<file path="config.mk">
export PLATFORM = sky130hd
export DESIGN_NAME = seg_frame_tx
export DESIGN_NICKNAME = d
export VERILOG_FILES = /design/src/rtl/seg_frame_tx.sv
export SDC_FILE = /design/constraint.sdc
export NUM_CORES = 1
export LEC_CHECK = 0
export CAP_MARGIN = 40
export CORE_MARGIN = 2
export CORE_UTILIZATION = 46
export DETAILED_ROUTE_END_ITERATION = 10
export PLACE_DENSITY = 0.81
export SLEW_MARGIN = 20
export SYNTH_ARGS = -nofsm -noshare
export SYNTH_HDL_FRONTEND = slang
export SYNTH_SLANG_ARGS = --single-unit
</file>
<file path="constraint.sdc">
create_clock -name clk -period 1.8 [get_ports clk]
set_clock_uncertainty 0.2 [all_clocks]
set_input_delay 0.36 -clock clk [delete_from_list [all_inputs] [get_ports clk]]
set_output_delay 0.36 -clock clk [all_outputs]
set_load 0.02 [all_outputs]
</file>
<file path="src/rtl/seg_frame_tx.sv">
// seg_frame_tx: serial frame transmitter for the three-wire display link (shift clock, data, latch).
// Define SEGTX_REFRESH_EN to retransmit the last frame after REFRESH_CYCLES idle cycles.
module seg_frame_tx #(
    parameter int FRAME_BITS     = 96,
    parameter int CLK_DIV        = 4,
    parameter int REFRESH_CYCLES = 65536
) (
    input  logic                  clk,
    input  logic                  rst_n,
    input  logic [FRAME_BITS-1:0] frame_data,
    input  logic                  frame_valid,
    output logic                  frame_ready,
    output logic                  ser_clk,
    output logic                  ser_data,
    output logic                  ser_latch,
    output logic                  frame_done
);
    localparam int DW = $clog2(CLK_DIV) + 1;
    localparam int BW = $clog2(FRAME_BITS) + 1;

    typedef enum logic [2:0] {IDLE, SHIFT_LO, SHIFT_HI, LATCH_SETUP, LATCH_HI, GAP} state_t;

    state_t                state_q, state_d;
    logic [DW-1:0]         div_q, div_d;
    logic [BW-1:0]         bit_q, bit_d;
    logic [FRAME_BITS-1:0] sh_q, sh_d;
    logic                  ready_q, ready_d, sclk_q, sclk_d, sdata_q, sdata_d;
    logic                  latch_q, latch_d, done_q, done_d;
    logic                  start, load, last_div;
    logic [FRAME_BITS-1:0] load_data;

    assign start    = frame_valid && ready_q;
    assign last_div = div_q == DW'(CLK_DIV - 1);

`ifdef SEGTX_REFRESH_EN
    localparam int IW = $clog2(REFRESH_CYCLES + 1);
    logic [FRAME_BITS-1:0] last_q, last_d;
    logic                  have_q, have_d;
    logic [IW-1:0]         idle_q, idle_d;
    // A fresh handshake always takes priority over a refresh expiring in the same cycle.
    assign load      = start || (ready_q && have_q && idle_q == IW'(REFRESH_CYCLES - 1));
    assign load_data = start ? frame_data : last_q;
    always_comb begin
        last_d = start ? frame_data : last_q;
        have_d = have_q || start;
        idle_d = (ready_q && !load) ? idle_q + 1'b1 : '0;
    end
    always_ff @(posedge clk) begin
        if (!rst_n) begin
            last_q <= '0;
            have_q <= 1'b0;
            idle_q <= '0;
        end else begin
            last_q <= last_d;
            have_q <= have_d;
            idle_q <= idle_d;
        end
    end
`else
    assign load      = start;
    assign load_data = frame_data;
`endif

    always_comb begin
        state_d = state_q;
        div_d   = '0;
        bit_d   = bit_q;
        sh_d    = sh_q;
        if (state_q == IDLE) begin
            bit_d = '0;
            if (load) begin
                state_d = SHIFT_LO;
                sh_d    = load_data;
            end
        end else begin
            div_d = last_div ? '0 : div_q + 1'b1;
            if (last_div) begin
                state_d = state_q == SHIFT_LO    ? SHIFT_HI :
                          state_q == SHIFT_HI    ? (bit_q == BW'(FRAME_BITS - 1) ? LATCH_SETUP : SHIFT_LO) :
                          state_q == LATCH_SETUP ? LATCH_HI :
                          state_q == LATCH_HI    ? GAP : IDLE;
                if (state_q == SHIFT_HI) begin
                    sh_d  = sh_q << 1;
                    bit_d = bit_q + 1'b1;
                end
            end
        end
        // Outputs are registered from the next state so they change on the same edge as the state.
        ready_d = state_d == IDLE;
        sclk_d  = state_d == SHIFT_HI;
        latch_d = state_d == LATCH_HI;
        done_d  = state_d == GAP && state_q != GAP;
        sdata_d = state_d == SHIFT_LO ? sh_d[FRAME_BITS-1] : (state_d == SHIFT_HI && sdata_q);
    end

    always_ff @(posedge clk) begin
        if (!rst_n) begin
            state_q <= IDLE;
            div_q   <= '0;
            bit_q   <= '0;
            sh_q    <= '0;
            ready_q <= 1'b1;
            sclk_q  <= 1'b0;
            sdata_q <= 1'b0;
            latch_q <= 1'b0;
            done_q  <= 1'b0;
        end else begin
            state_q <= state_d;
            div_q   <= div_d;
            bit_q   <= bit_d;
            sh_q    <= sh_d;
            ready_q <= ready_d;
            sclk_q  <= sclk_d;
            sdata_q <= sdata_d;
            latch_q <= latch_d;
            done_q  <= done_d;
        end
    end

    assign frame_ready = ready_q;
    assign ser_clk     = sclk_q;
    assign ser_data    = sdata_q;
    assign ser_latch   = latch_q;
    assign frame_done  = done_q;
endmodule

</file>
==> flow_summary.yaml <==
status:
  status: "complete, but fails checks"
  violations: "negative setup slack"
die:
  rows: 37
  die_w_um: 107
  boundaryPins: 104
  die_h_um: 107
  dieArea_sq_mm: 0.0114
  initial_core_util_pct: 47.3
  core-area_sq_mm: 0.0103
logic_synthesis:
  synthFlopType: "dfxtp_1"
  yosysWarnings: 0
  synth_edf_count: 0
  syn_nets: 633
  ys_types: 44
  ys_ff_latch: 115
  netlist_instances: 531
  syn_area_sq_mm: 0.00486
  synthArstFlopShare_pct: 0
  yosysSeqAreaShare_pct: 47.4
  syn_area_per_cell_sq_um: 9.15
clocking:
  clk_latency_ns: 0.52
  cts.reportedPaths.clkPinSlew_ns: 0.06
  cts_buffers: 17
  cts_tree: "built"
  cts_max_path_buffers: 2
  cts_max_level: 4
  cts_sinks: 115
  clock-root-buffer: "clkbuf_8"
power_and_ir_drop:
  ir_drop_uv: 637
  power_density_mw_per_mm2: 940
  p_leak_nw: 2.76
timing:
  rsz0062_at_grt: "true"
  finalWorstSetupSlack_ns: -0.116
  setup_viol: 68
  holdWs_ns: 0.246
  tns_ns: -4.21
  maxSlewViolCount: 0
  fin_crit_ns: 1.92
  max_freq_mhz: 522
  fin_crit_sh_pct: 106
  final_hold_viol_count: 0
  slew_headroom_pct: 72.5
  tightestPinTransition_ns: 0.412
placement:
  io_buffers: 103
  globalplace.congestion: 0.795
  pre_cts_ws_ns: -0.315
  dp.final_hpwl_um: 7840
  placedInstanceArea_sq_mm: 0.00617
worst_setup_path:
  worstPathMaxFanout: 7
  required_ns: 2.00
  setup.worst_path.end_class: "flip-flop"
  r2r_slack_ns: -0.12
  worstPathArrival_ns: 2.12
  cp-start-kind: "flip-flop"
  critPathKind: "reg2reg"
global_routing:
  grt_start_max_net_pins: 58
  overflow: 0
  grt_usage_pct: 23.0
  grt_pass1_wl_um: 21000
  grt_pass1_vias: 4479
  antenna_found_initial: 0
routing:
  wl_met3_um: 1010
  drtIter0Drc: 313
  wl_um: 15100
  routed_via_density: 5.78
  wl_met2_um: 7730
  wl_met1_um: 6000
  post-route-drc-count: 0
  topRoutingLayerUsed: "met4"
  vias: 4636
  first_pass_iters: 5
  detail_route.wl_per_cell_um: 18.8
  ant_nets: 0
finish:
  final_cell_mix: "dfxtp_1 (112), clkdlybuf4s50_1 (98), nand2_1 (47), nor2_1 (43)"
  layout_commonest_cell: "dfxtp_1"
  drive_gt1_share_pct: 29.9
  design_area_sq_mm: 0.00758
  area_delta_synth_final_pct: 55.9
  antenna_cells: 0
  nFillCells: 675
  nets: 755
flow_run:
  max_cap_viol_count: 0
hold_path:
  hold_class: "in2reg"
-- sequential cells by signal (all words and copies together) (netlist names) --
| register | cells |
|---|---|
| bit_q | 8 |
| div_q | 3 |
| frame_done | 1 |
| frame_ready | 1 |
| ser_clk | 1 |
| ser_data | 1 |
| ser_latch | 1 |
| sh_q | 96 |
| state_q | 3 |
-- synthesized netlist by cell type, drive strengths merged (2+ instances only) --
cell type / instances / share of area [%]
o22ai: 2 / 0.26
nor2: 46 / 3.6
inv: 9 / 0.69
dfxtp: 115 / 47
xnor2: 5 / 0.90
or3: 2 / 0.26
nor4: 3 / 0.39
nand3b: 2 / 0.31
nand3: 2 / 0.21
ha: 3 / 0.77
nand2: 67 / 5.2
mux2i: 34 / 7.0
a21oi: 65 / 6.8
clkbuf: 18 / 1.4
nor3: 8 / 1.1
buf: 29 / 4.8
nand2b: 4 / 0.51
and2: 2 / 0.26
a22oi: 60 / 9.3
o21ai: 3 / 0.31
a211oi: 36 / 5.6
-- path summary, 6_finish.rpt --
kind,start,end,depth (start not counted)
worst max-delay path,div_q[0]$_SDFF_PP0_,ser_data$_SDFF_PN0_,7
worst max register to register,div_q[0]$_SDFF_PP0_,ser_data$_SDFF_PN0_,7
worst min register to register,sh_q[8]$_SDFFE_PN0P_,sh_q[8]$_SDFFE_PN0P_,2
worst min-delay path,frame_data[0],sh_q[0]$_SDFFE_PN0P_,3
-- per-layer routing --
metal,track usage (%),vias up
li1,-,2172
met1,27.0,2236
met2,39.9,194
met3,6.26,34
met4,8.72,0
met5,0,-
-- timing repair --
item	in CTS	in global routing
buffers inserted	9	3
pin swaps	24	30
hold buffers	0	0
setup endpoints to repair	72	97
gates cloned	5	5
resized for setup	50	97
-- kinds of logic after synthesis --
| logic type | share of synthesized area [%] |
|---|---|
| flip-flops | 47.4 |
| adder cells (fa/ha/maj) | 0.772 |
| buffers and inverters | 6.85 |
| AND/OR/NAND/NOR | 13.3 |
| AO/OA/AOI/OAI | 23.6 |
| multiplexers | 7.00 |
| XOR/XNOR | 1.08 |
-- cell type report --
class | instances | area [sq um] | area share [%]
sequential | 115 | 2310 | 30.4
timing repair buffer | 150 | 1700 | 22.4
clock inverter | 10 | 108 | 1.42
inverter | 9 | 33.8 | 0.446
clock buffer | 22 | 453 | 5.98
multi-input combinational | 360 | 2810 | 37.0
tap | 136 | 170 | 2.25
-- power by group --
part	switching (mW)	internal [mW]
clock	1.17	2.03
sequential	0.116	2.71
combinational	0.509	0.594
total	1.79	5.33
-- worst max-delay path, stage by stage (launching register included) --
cell and delay, ns:
dfxtp_2 0.33, ha_4 0.16, ha_4 0.19, and4bb_4 0.24, buf_6 0.13, a32o_2 0.25
o21ai_2 0.20, o31ai_2 0.10
-- metrics by stage --
stage                     total power [mW]  instances  utilization [%]
final                                 7.13        802             73.7
after global routing                  7.34        802             73.7
after CTS                             6.95        798             69.3
after detailed placement              3.70        752             60.1
after global placement                3.66        752             60.1
after floorplan                       3.33        531                -
(Power assumes the default switching activity.)
